**src/rtl/bp_be_pkg.sv**
```systemverilog
// Shared backend types for the late-load writeback buffer: default widths,
// the queue entry layout and a width helper macro.
`ifndef BP_BE_PKG_SV
`define BP_BE_PKG_SV

package bp_be_pkg;

    localparam int dpath_width_gp    = 66;
    localparam int reg_addr_width_gp = 5;

    typedef struct packed {
        logic                         float;
        logic [reg_addr_width_gp-1:0] rd_addr;
        logic [dpath_width_gp-1:0]    data;
    } bp_be_late_wb_entry_s;

endpackage

// Packed entry width for a given data width at the default register address width.
`define BP_BE_LATE_WB_ENTRY_WIDTH(data_width_mp) (1 + bp_be_pkg::reg_addr_width_gp + (data_width_mp))

`endif

```
**src/rtl/bp_be_late_wb_fifo.sv**
```systemverilog
// In-order circular queue for late writebacks: pointer/count control plus an
// unreset storage array, exposing per-entry valid bits and the raw entries.
module bp_be_late_wb_fifo
    import bp_be_pkg::*;
#(
    parameter int els_p         = 4,
    parameter int entry_width_p = `BP_BE_LATE_WB_ENTRY_WIDTH(dpath_width_gp),
    localparam int ptr_width_lp = $clog2(els_p)
) (
    input  logic                                clk_i,
    input  logic                                reset_n_i,
    input  logic                                enq_i,
    input  logic [entry_width_p-1:0]            enq_data_i,
    input  logic                                deq_i,
    output logic [els_p-1:0]                    valid_o,
    output logic [els_p-1:0][entry_width_p-1:0] entries_o,
    output logic [ptr_width_lp-1:0]             rptr_o,
    output logic [ptr_width_lp:0]               count_o
);

    logic [ptr_width_lp-1:0]             wptr_r;
    logic [ptr_width_lp-1:0]             rptr_r;
    logic [ptr_width_lp:0]               count_r;
    logic [els_p-1:0][entry_width_p-1:0] mem_r;

    // NOTE: sequential state uses non-blocking assignments so every register samples pre-edge values.
    always_ff @(posedge clk_i or negedge reset_n_i) begin
        if (!reset_n_i) begin
            wptr_r  <= '0;
            rptr_r  <= '0;
            count_r <= '0;
        end else begin
            if (enq_i) wptr_r <= wptr_r + 1'b1;
            if (deq_i) rptr_r <= rptr_r + 1'b1;
            if (enq_i && !deq_i)
                count_r <= count_r + 1'b1;
            else if (deq_i && !enq_i)
                count_r <= count_r - 1'b1;
        end
    end

    // NOTE: storage has no reset; validity comes solely from count/rptr, so stale data is never observed.
    always_ff @(posedge clk_i) begin
        if (enq_i) mem_r[wptr_r] <= enq_data_i;
    end

    // An entry is live when its distance from the read pointer is below count.
    always_comb begin
        valid_o = '0;
        for (int i = 0; i < els_p; i++) begin
            valid_o[i] = {1'b0, ptr_width_lp'(i) - rptr_r} < count_r;
        end
    end

    assign entries_o = mem_r;
    assign rptr_o    = rptr_r;
    assign count_o   = count_r;

endmodule

```
**src/rtl/bp_be_late_wb_buffer.sv**
```systemverilog
// Late-load writeback buffer: queues D$ late results and presents them to the
// int/float writeback ports with pending-register masks. Option: BP_BE_LATE_WB_BYPASS_EN.
module bp_be_late_wb_buffer
    import bp_be_pkg::*;
#(
    parameter int els_p            = 4,
    parameter int data_width_p     = dpath_width_gp,
    parameter int reg_addr_width_p = reg_addr_width_gp
) (
    input  logic                           clk_i,
    input  logic                           reset_n_i,
    input  logic                           late_v_i,
    input  logic                           late_float_i,
    input  logic [reg_addr_width_p-1:0]    late_rd_addr_i,
    input  logic [data_width_p-1:0]        late_data_i,
    output logic                           late_yumi_o,
    output logic                           iwb_v_o,
    output logic [reg_addr_width_p-1:0]    iwb_rd_addr_o,
    output logic [data_width_p-1:0]        iwb_data_o,
    input  logic                           iwb_yumi_i,
    output logic                           fwb_v_o,
    output logic [reg_addr_width_p-1:0]    fwb_rd_addr_o,
    output logic [data_width_p-1:0]        fwb_data_o,
    input  logic                           fwb_yumi_i,
    output logic [2**reg_addr_width_p-1:0] ipend_o,
    output logic [2**reg_addr_width_p-1:0] fpend_o,
    output logic                           empty_o
);

    localparam int ptr_width_lp = $clog2(els_p);

    typedef struct packed {
        logic                        float;
        logic [reg_addr_width_p-1:0] rd_addr;
        logic [data_width_p-1:0]     data;
    } entry_s;

    localparam int entry_width_lp = $bits(entry_s);

    entry_s                               enq_entry;
    entry_s                               head;
    entry_s                               out_entry;
    entry_s                               pend_entry;
    logic [els_p-1:0]                     entry_v;
    logic [els_p-1:0][entry_width_lp-1:0] entries;
    logic [ptr_width_lp-1:0]              rptr;
    logic [ptr_width_lp:0]                count;
    logic                                 full;
    logic                                 queue_empty;
    logic                                 late_x0;
    logic                                 enq;
    logic                                 deq;
    logic                                 out_v;

    bp_be_late_wb_fifo #(
        .els_p        (els_p),
        .entry_width_p(entry_width_lp)
    ) fifo (
        .clk_i     (clk_i),
        .reset_n_i (reset_n_i),
        .enq_i     (enq),
        .enq_data_i(enq_entry),
        .deq_i     (deq),
        .valid_o   (entry_v),
        .entries_o (entries),
        .rptr_o    (rptr),
        .count_o   (count)
    );

    assign full        = (count == (ptr_width_lp + 1)'(els_p));
    assign queue_empty = (count == '0);
    // Integer x0 writes are architecturally dead: acknowledge them and drop them.
    assign late_x0     = ~late_float_i & (late_rd_addr_i == '0);
    // Full blocks enqueue even if the head retires this cycle, keeping yumi_i off the yumi_o path.
    assign late_yumi_o = late_v_i & ~full;

    assign enq_entry = '{float: late_float_i, rd_addr: late_rd_addr_i, data: late_data_i};
    assign head      = entry_s'(entries[rptr]);
    assign deq       = ~queue_empty & (head.float ? fwb_yumi_i : iwb_yumi_i);

`ifdef BP_BE_LATE_WB_BYPASS_EN
    logic bypass_v;
    logic bypass_taken;

    assign bypass_v     = queue_empty & late_v_i & ~late_x0;
    assign bypass_taken = bypass_v & (late_float_i ? fwb_yumi_i : iwb_yumi_i);
    assign out_v        = ~queue_empty | bypass_v;
    assign out_entry    = queue_empty ? enq_entry : head;
    assign enq          = late_yumi_o & ~late_x0 & ~bypass_taken;
`else
    assign out_v     = ~queue_empty;
    assign out_entry = head;
    assign enq       = late_yumi_o & ~late_x0;
`endif

    assign iwb_v_o       = out_v & ~out_entry.float;
    assign fwb_v_o       = out_v &  out_entry.float;
    assign iwb_rd_addr_o = out_entry.rd_addr;
    assign iwb_data_o    = out_entry.data;
    assign fwb_rd_addr_o = out_entry.rd_addr;
    assign fwb_data_o    = out_entry.data;
    assign empty_o       = queue_empty;

    // NOTE: every always_comb output gets a default first so no path leaves a latch behind.
    always_comb begin
        ipend_o    = '0;
        fpend_o    = '0;
        pend_entry = '0;
        for (int i = 0; i < els_p; i++) begin
            if (entry_v[i]) begin
                pend_entry = entry_s'(entries[i]);
                if (pend_entry.float) fpend_o[pend_entry.rd_addr] = 1'b1;
                else                  ipend_o[pend_entry.rd_addr] = 1'b1;
            end
        end
`ifdef BP_BE_LATE_WB_BYPASS_EN
        if (bypass_v) begin
            if (late_float_i) fpend_o[late_rd_addr_i] = 1'b1;
            else              ipend_o[late_rd_addr_i] = 1'b1;
        end
`endif
    end

endmodule

```
**config.mk**
```make
export PLATFORM = sky130hd
export DESIGN_NAME = bp_be_late_wb_buffer
export DESIGN_NICKNAME = d
export VERILOG_FILES = /design/src/rtl/bp_be_pkg.sv /design/src/rtl/bp_be_late_wb_fifo.sv /design/src/rtl/bp_be_late_wb_buffer.sv
export SDC_FILE = /design/constraint.sdc
export NUM_CORES = 1
export LEC_CHECK = 0
export ABC_AREA = 1
export BUFFER_PORTS_ARGS = -buffer_cell sky130_fd_sc_hd__buf_2
export CAP_MARGIN = 20
export CORE_MARGIN = 5
export CORE_UTILIZATION = 50
export CTS_BUF_LIST = sky130_fd_sc_hd__clkbuf_4 sky130_fd_sc_hd__clkbuf_8
export CTS_CLUSTER_DIAMETER = 120
export CTS_CLUSTER_SIZE = 28
export DETAILED_ROUTE_END_ITERATION = 7
export GPL_ROUTABILITY_DRIVEN = 0
export HOLD_SLACK_MARGIN = 0.08
export PLACE_DENSITY = 0.73
export SYNTH_ARGS = -nofsm -noshare
export SYNTH_HDL_FRONTEND = slang
export SYNTH_SLANG_ARGS = --single-unit
```
**constraint.sdc**
```tcl
create_clock -name clk_i -period 7.2 [get_ports clk_i]
set_input_delay 0.72 -clock clk_i [delete_from_list [all_inputs] [get_ports clk_i]]
set_output_delay 0.72 -clock clk_i [all_outputs]
set_load 0.05 [all_outputs]
```
==> results of run 1 <==
registers in the layout, indices dropped and copies added (netlist names):
signal	cells
fifo.count_o	3
fifo.entries_o	288
fifo.rptr_o	2
fifo.wptr_r	2
final timing paths:
path | slack (ps) | startpoint | to | cells after the start
worst max register to register | 3960 | fifo.count_o[1]$_DFFE_PN0P_ | fifo.entries_o[171]$_DFFE_PP_ | 5
max in group asynchronous | 6490 | reset_n_i | fifo.rptr_o[1]$_DFFE_PN0P_ | 2
worst min register to register | 640 | fifo.count_o[0]$_DFFE_PN0P_ | fifo.count_o[0]$_DFFE_PN0P_ | 1
worst min-delay path | 380 | late_data_i[40] | fifo.entries_o[40]$_DFFE_PP_ | 1
min in group asynchronous | 540 | reset_n_i | fifo.count_o[2]$_DFFE_PN0P_ | 2
worst max-delay path | 2400 | fifo.rptr_o[0]$_DFFE_PN0P_ | fpend_o[5] | 13
stage by stage:
step           hold WS [ps]  cell area, um2  setup WS, ps
6_report                378           15900          2400
5_1_grt                 343           15900          2120
4_1_cts                 342           15900          2380
3_5_place_dp            560           15600          3010
3_3_place_gp            560           15600          3030
2_1_floorplan           424           14400          1680
final cells by class:
type	instances	area, um2	area share [%]
Sequential cell	295	8830	55.5
Multi-Input combinational cell	895	4480	28.2
Timing Repair Buffer	300	1560	9.80
Tap cell	384	480	3.02
Inverter	76	285	1.79
Clock buffer	20	244	1.53
Clock inverter	1	16.3	0.102
Antenna cell	3	7.51	0.0472
timing repair:
action | 4_1_cts | 5_1_grt
hold buffers | 1 | 0
endpoints found under the hold margin | 7 | 0
setup buffers | 0 | 0
endpoints found under the setup margin | 0 | 0
resized for setup | 0 | 0
metal layers:
| metal | vias up | GRT usage (%) | routed length [um] |
|---|---|---|---|
| met4 | 12 | 9.17 | 1760 |
| met1 | 5437 | 31.3 | 15200 |
| li1 | 5298 | - | - |
| met5 | - | 0 | 69 |
| met3 | 176 | 5.48 | 4380 |
| met2 | 754 | 38.6 | 18700 |
cells by family (layout without fill, tap and decap cells):
kind of cell	Yosys count	after routing
XOR/XNOR	3	3
adder cells (fa/ha/maj)	10	10
AO/OA/AOI/OAI	108	108
other	0	3
AND/OR/NAND/NOR	774	774
buffers and inverters	220	397
flip-flops	295	295
cells in the final DEF (no fill, tap or decap), types with 2 or more instances in the layout:
| master | instances |
|---|---|
| buf_4 | 12 |
| o221ai_1 | 5 |
| nor2_4 | 6 |
| inv_1 | 70 |
| nand4_1 | 39 |
| ha_1 | 9 |
| clkbuf_4 | 5 |
| nand3_1 | 341 |
| a22oi_1 | 71 |
| nor2_1 | 216 |
| nand3_2 | 2 |
| o21ai_0 | 2 |
| nor3_1 | 7 |
| nor3_2 | 5 |
| nor2_2 | 6 |
| inv_2 | 5 |
| nand2_1 | 142 |
| clkbuf_8 | 15 |
| diode_2 | 3 |
| edfxtp_1 | 288 |
| or2_2 | 3 |
| dfrtp_1 | 5 |
| buf_2 | 286 |
| nand2_2 | 5 |
| xor2_1 | 2 |
| a21oi_1 | 28 |
==> impl_metrics.py, run 1 <==
metrics = {
    "outcome": {
        "outcome": "complete, but fails checks",
        "violations": "design-rule violations",
    },
    "setup_path": {
        "worstSetupEndpointType": "output pin",
        "cp.arrival_ps": 4080,
        "worst_setup_path_start_kind": "flop",
        "timing.critical_path.buf_inv": 5,
        "cp_max_fo": 73,
        "criticalPathCategory": "flop to output pin",
        "cp_top_family": "buffers and inverters",
        "slowest_stage": "a21oi_2",
        "slowest_delay_ps": 680,
        "crit_required_ps": 6480,
        "worstPathCellList": "inv_2, buf_4, nand2_1, nand2_1, inv_1, ha_1, inv_1, nor2_1, a21oi_2, nand2_2, or2_1, nand3_1, buf_2",
    },
    "grt": {
        "grt_pass1_vias": 11100,
        "gr-usage-all-layers_pct": 23.8,
        "grt_max_degree": 89,
        "antenna_found_initial": 10,
        "grt_first_pass_wirelength_um": 62500,
        "grt_overflow_total": 0,
    },
    "cells_and_area": {
        "drive_above_1_share_pct": 22.4,
        "fillers": 2461,
        "finalNetCount": 1669,
        "final_util_pct": 55.5,
        "area_growth_pct": 10.3,
        "fin_cells": 1974,
    },
    "logic_synthesis": {
        "synth_common_cells": "nand3_1, edfxtp_1, nor2_1, nand2_1, buf_4",
        "syn_inst": 1410,
        "synth.avg_cell_area_um2": 10.2,
        "synth-xor-area-share_pct": 0.182,
        "synth_fp_nets": 1497,
        "synth_top_cells_by_area": "edfxtp_1, nand3_1, nor2_1",
        "synthSimpleGateAreaFrac_pct": 24.5,
        "synth_edf_count": 288,
        "synth-seq-cells": 295,
        "netlist_area_um2": 14400,
        "synth_most_common_cell": "nand3_1",
        "ys_async_sr_fraction_pct": 2.37,
        "ys_types": 31,
        "yosys_warnings": 0,
        "synth_fa_ha_area_share_pct": 0.920,
        "synthMuxAreaShare_pct": 0,
        "synth-seq-area-share_pct": 61.2,
        "yosys_most_used_dff": "edfxtp_1",
        "yosysTopAreaCell": "edfxtp_1",
        "synth_compound_area_share_pct": 5.15,
        "synth_top_family_by_area": "simple AND/OR/NAND/NOR gates",
        "yosysTopAreaCellShare_pct": 60.0,
    },
    "place": {
        "portBuffers": 286,
        "place_hpwl_um": 26300,
        "place_inst": 1949,
    },
    "sta": {
        "setup-tns-final_ps": 0,
        "tightest_slew_ps": 1150,
        "relSlewSlack_pct": 23.4,
        "fmaxAchievable_mhz": 208,
        "worst_clock_skew_ps": 45.3,
        "hold_viol_final": 0,
        "period_minus_slack_ps": 4800,
        "fin_crit_sh_pct": 66.7,
        "slew_violations": 0,
        "setup_viol": 0,
        "rsz0062_at_grt": "false",
    },
    "route": {
        "drt.antenna.violating_nets": 0,
        "vias_per_cell": 5.92,
        "drt-total-wl_um": 40100,
        "first_pass_iters": 8,
        "vias": 11700,
        "wl_per_cell_um": 20.3,
        "drc": 1,
        "drtIter0Drc": 1476,
    },
    "floorplan": {
        "die_area_um2": 32300,
        "die_w_um": 180,
        "core-area_um2": 28600,
        "start_util_pct": 50.4,
        "num_rows": 62,
        "pin_count": 287,
        "die_h_um": 180,
    },
    "hold_path": {
        "min_path_type": "input pin to flop",
    },
    "clock_tree": {
        "clk_pin_slew_ps": 150,
        "cts_root_buf": "clkbuf_8",
        "cts_buffers": 14,
        "clock-sinks": 295,
        "cts_tree": "done",
        "clockBufferDepth": 3,
        "htree_num_levels": 1,
        "insertion_delay_ps": 530,
    },
    "job": {
        "cap_violations": 0,
    },
}
Power of run 1 is not shown: default switching activity piles up to over one toggle a cycle in this logic, so the estimate is an artifact.
==> run 2, diff against run 1 <==
PLACE_DENSITY = 0.75   (was 0.73)
clock period = 3.93 ns   (was 7.2 ns; I/O delays follow)
==> run 2 against run 1 <==
Effect of this change: the flow now finishes without violations; first-iteration DRC count up 16%; die area did not move; register-to-register slack lost 2800 ps; global-route usage up 1.7 points; setup slack got worse by 1900 ps; sequential share of layout area down 2.8 points; cell count is 4.4% higher; flip-flop and latch count did not move; cell area increased by 5.3%; clock-buffer cell count rose by 3; non-clock buffer count increased by 84.
==> impl_metrics.py, run 2 (synthesized netlist as in run 1, its figures left out) <==
metrics = {
    "hold_path": {
        "min_path_type": "input pin to flop",
        "min_path_cells": 4,
        "min_to": "fifo.rptr_o[0]$_DFFE_PN0P_",
        "hold_start": "iwb_yumi_i",
    },
    "place": {
        "portBuffers": 286,
        "placed_area_um2": 15700,
        "place_hpwl_um": 27700,
        "place_inst": 1961,
    },
    "route": {
        "vias_per_cell": 5.92,
        "drtIter0Drc": 1707,
        "drt-total-wl_um": 42900,
        "drc": 0,
        "wl_per_cell_um": 20.8,
        "drt.antenna.violating_nets": 0,
        "first_pass_iters": 7,
        "vias": 12200,
    },
    "setup_path": {
        "cp_max_fo": 16,
        "cp-startpoint": "fifo.rptr_o[0]$_DFFE_PN0P_",
        "regToRegSetupSlack_ps": 1130,
        "r2r_end": "fifo.count_o[2]$_DFFE_PN0P_",
        "r2r-start": "fifo.rptr_o[1]$_DFFE_PN0P_",
        "cp.arrival_ps": 3070,
        "r2r_cells": 11,
        "criticalPathCategory": "flop to output pin",
        "crit_required_ps": 3540,
        "worstPathCellList": "inv_2, nand2_1, nand2_1, inv_1, ha_1, inv_1, nor2_1, nand2_1, nand3_2, inv_2, nand2_1, nand4_1, buf_2",
        "slowest_delay_ps": 440,
        "slowest_stage": "dfrtp_2",
        "worst_setup_path_start_kind": "flop",
        "worstSetupEndpointType": "output pin",
        "path_common_cell": "nand2_1",
    },
    "outcome": {
        "outcome": "finished clean",
    },
    "sta": {
        "hold_viol_final": 0,
        "rsz0062_at_grt": "false",
        "worst_clock_skew_ps": 26.3,
        "period_minus_slack_ps": 3460,
        "fmaxAchievable_mhz": 289,
        "tightest_slew_ps": 999,
        "slew_violations": 0,
        "setup_viol": 0,
        "relSlewSlack_pct": 33.4,
        "fin_crit_sh_pct": 88.0,
        "setup-tns-final_ps": 0,
    },
    "clock_tree": {
        "clock-sinks": 295,
        "clk_pin_slew_ps": 160,
        "cts_buffers": 14,
        "clockBufferDepth": 3,
        "htree_num_levels": 1,
        "cts_tree": "done",
        "cts_resized": 0,
        "cts_root_buf": "clkbuf_8",
        "insertion_delay_ps": 530,
    },
    "floorplan": {
        "pin_count": 287,
        "die_w_um": 180,
        "core-area_um2": 28600,
        "die_h_um": 180,
        "start_util_pct": 50.4,
        "num_rows": 62,
        "die_area_um2": 32300,
    },
    "cells_and_area": {
        "drive_above_1_share_pct": 22.2,
        "area_growth_pct": 16.1,
        "fillers": 2368,
        "fin_cells": 2060,
        "layout_commonest_cell": "nand3_1",
        "finalNetCount": 1753,
        "largest_reg_flops": 288,
        "final_cell_mix": "nand3_1, edfxtp_1, buf_2, nor2_1, nand2_1",
        "final_cell_area_um2": 16700,
    },
    "grt": {
        "gr-usage-all-layers_pct": 25.4,
        "grt_first_pass_wirelength_um": 67000,
        "grt_pass1_vias": 12000,
        "grt_max_degree": 93,
        "grt_overflow_total": 0,
        "antenna_found_initial": 1,
    },
    "job": {
        "cap_violations": 0,
    },
}
==> run 2: per-layer routing <==
| layer | vias to the layer above | global-route usage [%] | share of wire (%) |
|---|---|---|---|
| met2 | 810 | 43.3 | 48 |
| met3 | 179 | 5.17 | 11 |
| met1 | 5721 | 32.6 | 37 |
| met4 | 0 | 8.93 | 4.3 |
| li1 | 5476 | - | - |
| met5 | - | 0 | 0 |
==> run 2: layout make-up <==
cell class / count / area (um2) / share of cell area [%]
Multi-Input combinational cell: 895 / 4480 / 26.8
Antenna cell: 2 / 5.00 / 0.0299
Inverter: 76 / 285 / 1.70
Sequential cell: 295 / 8830 / 52.8
Tap cell: 384 / 480 / 2.87
Clock inverter: 1 / 16.3 / 0.0972
Clock buffer: 23 / 267 / 1.59
Timing Repair Buffer: 384 / 2370 / 14.2
==> run 2: what timing repair did <==
action                                 CTS  global route
hold buffers                            73             0
setup buffers                            0             0
endpoints found under the hold margin  295             0
==> run 2: how the worst max path moves through the flow <==
stage	endpoint	cells past startpoint
6_report	ipend_o[21]	13
5_1_grt	ipend_o[9]	12
4_1_cts	ipend_o[28]	13
3_5_place_dp	ipend_o[28]	13
3_3_place_gp	fpend_o[9]	11
2_1_floorplan	fifo.entries_o[0]$_DFFE_PP_	4
==> run 2: worst max-delay path, delay by kind of cell, from the launching register on <==
| kind | cells | cell delay [ps] |
|---|---|---|
| simple gates | 7 | 920 |
| fa+ha+maj | 1 | 260 |
| flops | 1 | 440 |
| buf+inv | 5 | 920 |
==> run 2: through the flow <==
step	hold WS, ps	setup slack, ps	util, %
final	228	471	58.5
after global placement	239	1140	54.9
after floorplan	97.4	-294	-
after detailed placement	248	1150	54.9
after CTS	194	529	58.4
after global routing	206	253	58.5
Power of run 2 is left out for the same reason.
==> run 3, diff against run 2 <==
CELL_PAD_IN_SITES_DETAIL_PLACEMENT = 1   (was not set)
CELL_PAD_IN_SITES_GLOBAL_PLACEMENT = 1   (was not set)
CORE_UTILIZATION = 48   (was 50)
PLACE_DENSITY = 0.88   (was 0.75)
clock period = 4.3 ns   (was 3.93 ns; I/O delays follow)
==> run 3 against run 2 <==
Effect of this change: clock-buffer cell count is 3 lower; flip-flop and latch count unchanged; wire length increased by 15%; via count increased by 0.80%; utilization is 3.4 points lower; non-clock buffer count decreased by 47; first-iteration DRC count fell by 31%; sequential share of layout area grew 1.4 points; worst hold slack worse by 130 ps; cell area decreased by 2.5%; critical endpoint is now ipend_o[6].
==> impl_metrics.py, run 3 (synthesized netlist as in run 1, its figures left out) <==
metrics = {
    "grt": {
        "antenna_found_initial": 12,
        "grt_overflow_total": 0,
        "gr-usage-all-layers_pct": 28.0,
        "grt_first_pass_wirelength_um": 73800,
        "grt_max_degree": 103,
        "grt_pass1_vias": 12700,
    },
    "sta": {
        "hold_viol_final": 0,
        "period_minus_slack_ps": 3970,
        "relSlewSlack_pct": 24.9,
        "fmaxAchievable_mhz": 252,
        "tightest_slew_ps": 1130,
        "slew_violations": 0,
        "setup_viol": 0,
        "fin_crit_sh_pct": 92.4,
        "whs_ps": 100,
        "worst_clock_skew_ps": 52.6,
        "rsz0062_at_grt": "false",
    },
    "clock_tree": {
        "htree_num_levels": 1,
        "clockBufferDepth": 3,
        "cts_tree": "done",
        "clk_pin_slew_ps": 170,
        "clock-sinks": 295,
        "postCtsSetupBuffers": 0,
        "cts_buffers": 14,
        "cts_root_buf": "clkbuf_8",
        "insertion_delay_ps": 550,
    },
    "route": {
        "drc": 0,
        "wl_per_cell_um": 24.5,
        "vias": 12300,
        "drt-total-wl_um": 49500,
        "first_pass_iters": 5,
        "vias_per_cell": 6.08,
        "drt.antenna.violating_nets": 0,
        "drtIter0Drc": 1179,
    },
    "hold_path": {
        "min_path_type": "input pin to flop",
    },
    "setup_path": {
        "r2r-start": "fifo.rptr_o[0]$_DFFE_PN0P_",
        "worst_setup_path_start_kind": "flop",
        "crit_required_ps": 3870,
        "r2r_end": "fifo.count_o[2]$_DFFE_PN0P_",
        "regToRegSetupSlack_ps": 1330,
        "cp.arrival_ps": 3540,
        "worstSetupEndpointType": "output pin",
        "crit_path_end": "ipend_o[6]",
        "worstPathCellList": "nand2_1, nand2_1, inv_1, ha_1, inv_1, nor2_1, nand2_1, nand3_2, inv_2, nand2_1, nand4_1, buf_2",
        "r2r_cells": 14,
        "slowest_stage": "dfrtp_4",
        "cp_max_fo": 41,
        "criticalPathCategory": "flop to output pin",
        "cp-startpoint": "fifo.rptr_o[1]$_DFFE_PN0P_",
        "path_common_cell": "nand2_1",
        "slowest_delay_ps": 810,
    },
    "floorplan": {
        "pin_count": 287,
        "num_rows": 63,
        "die_h_um": 183,
        "start_util_pct": 48.7,
        "die_w_um": 183,
        "core-area_um2": 29600,
        "die_area_um2": 33600,
    },
    "outcome": {
        "outcome": "finished clean",
    },
    "job": {
        "cap_violations": 0,
    },
    "cells_and_area": {
        "layout_commonest_cell": "nand3_1",
        "finalNetCount": 1706,
        "final_cell_area_um2": 16300,
        "area_growth_pct": 13.1,
        "drive_above_1_share_pct": 22.4,
        "largest_reg_flops": 288,
        "final_cell_mix": "nand3_1, edfxtp_1, buf_2, nor2_1, nand2_1",
    },
    "place": {
        "place_hpwl_um": 33300,
        "portBuffers": 286,
        "placed_area_um2": 15700,
    },
}
==> run 3: final cells by class <==
type | instances | area [um2]
sequential | 295 | 8830
inverter | 76 | 285
antenna | 8 | 20.0
tap | 390 | 488
fill | 3366 | 13300
multi-input combinational | 895 | 4490
clock inverter | 1 | 16.3
clock buffer | 20 | 244
timing repair buffer | 337 | 1940
==> run 3: how the worst min path moves through the flow <==
stage                               start                             to  slack [ps]  depth (start not counted)
after floorplan                 reset_n_i    fifo.count_o[0]$_DFFE_PN0P_         130                          0
after global placement          reset_n_i     fifo.wptr_r[0]$_DFFE_PN0P_         280                          1
after detailed placement        reset_n_i     fifo.wptr_r[0]$_DFFE_PN0P_         280                          1
after CTS                 late_data_i[33]  fifo.entries_o[249]$_DFFE_PP_          80                          1
after global routing      late_data_i[19]   fifo.entries_o[19]$_DFFE_PP_          80                          1
final                      late_data_i[5]  fifo.entries_o[221]$_DFFE_PP_         100                          1
==> run 3: worst max-delay path: cells and delay by family (launching register included) <==
family	cells	cell delay, ps
adders and majority gates	1	260
DFF	1	810
buffers and inverters	4	760
and+or+nand+nor	7	1120
==> run 3: timing repair <==
action                                  4_1_cts  5_1_grt
endpoints found under the hold margin        57       45
endpoints found under the setup margin        0        1
hold buffers                                 17       14
resized for setup                             0        1
==> run 3: per-stage QoR <==
stage | util, % | setup slack, ps | std cells | TNS [ps]
finish | 55.0 | 329 | 2022 | 0
global route | 55.0 | 49.5 | 2020 | 0
CTS | 54.5 | 159 | 2000 | 0
detailed placement | 53.0 | 779 | 1962 | 0
global placement | 53.0 | 909 | 1962 | 0
floorplan | - | -1040 | 1410 | -299350
==> run 3: per-layer routing <==
layer  up-vias  routed length, um  global-route usage, %  share of wire, %
li1       5382                  -                      -                 -
met2       665              24800                   49.8                50
met5         -                 52                      0              0.11
met4         8               2130                   11.4               4.3
met1      6065              18300                   33.9                37
met3       164               4180                   4.82               8.4
Power of run 3 is left out for the same reason.
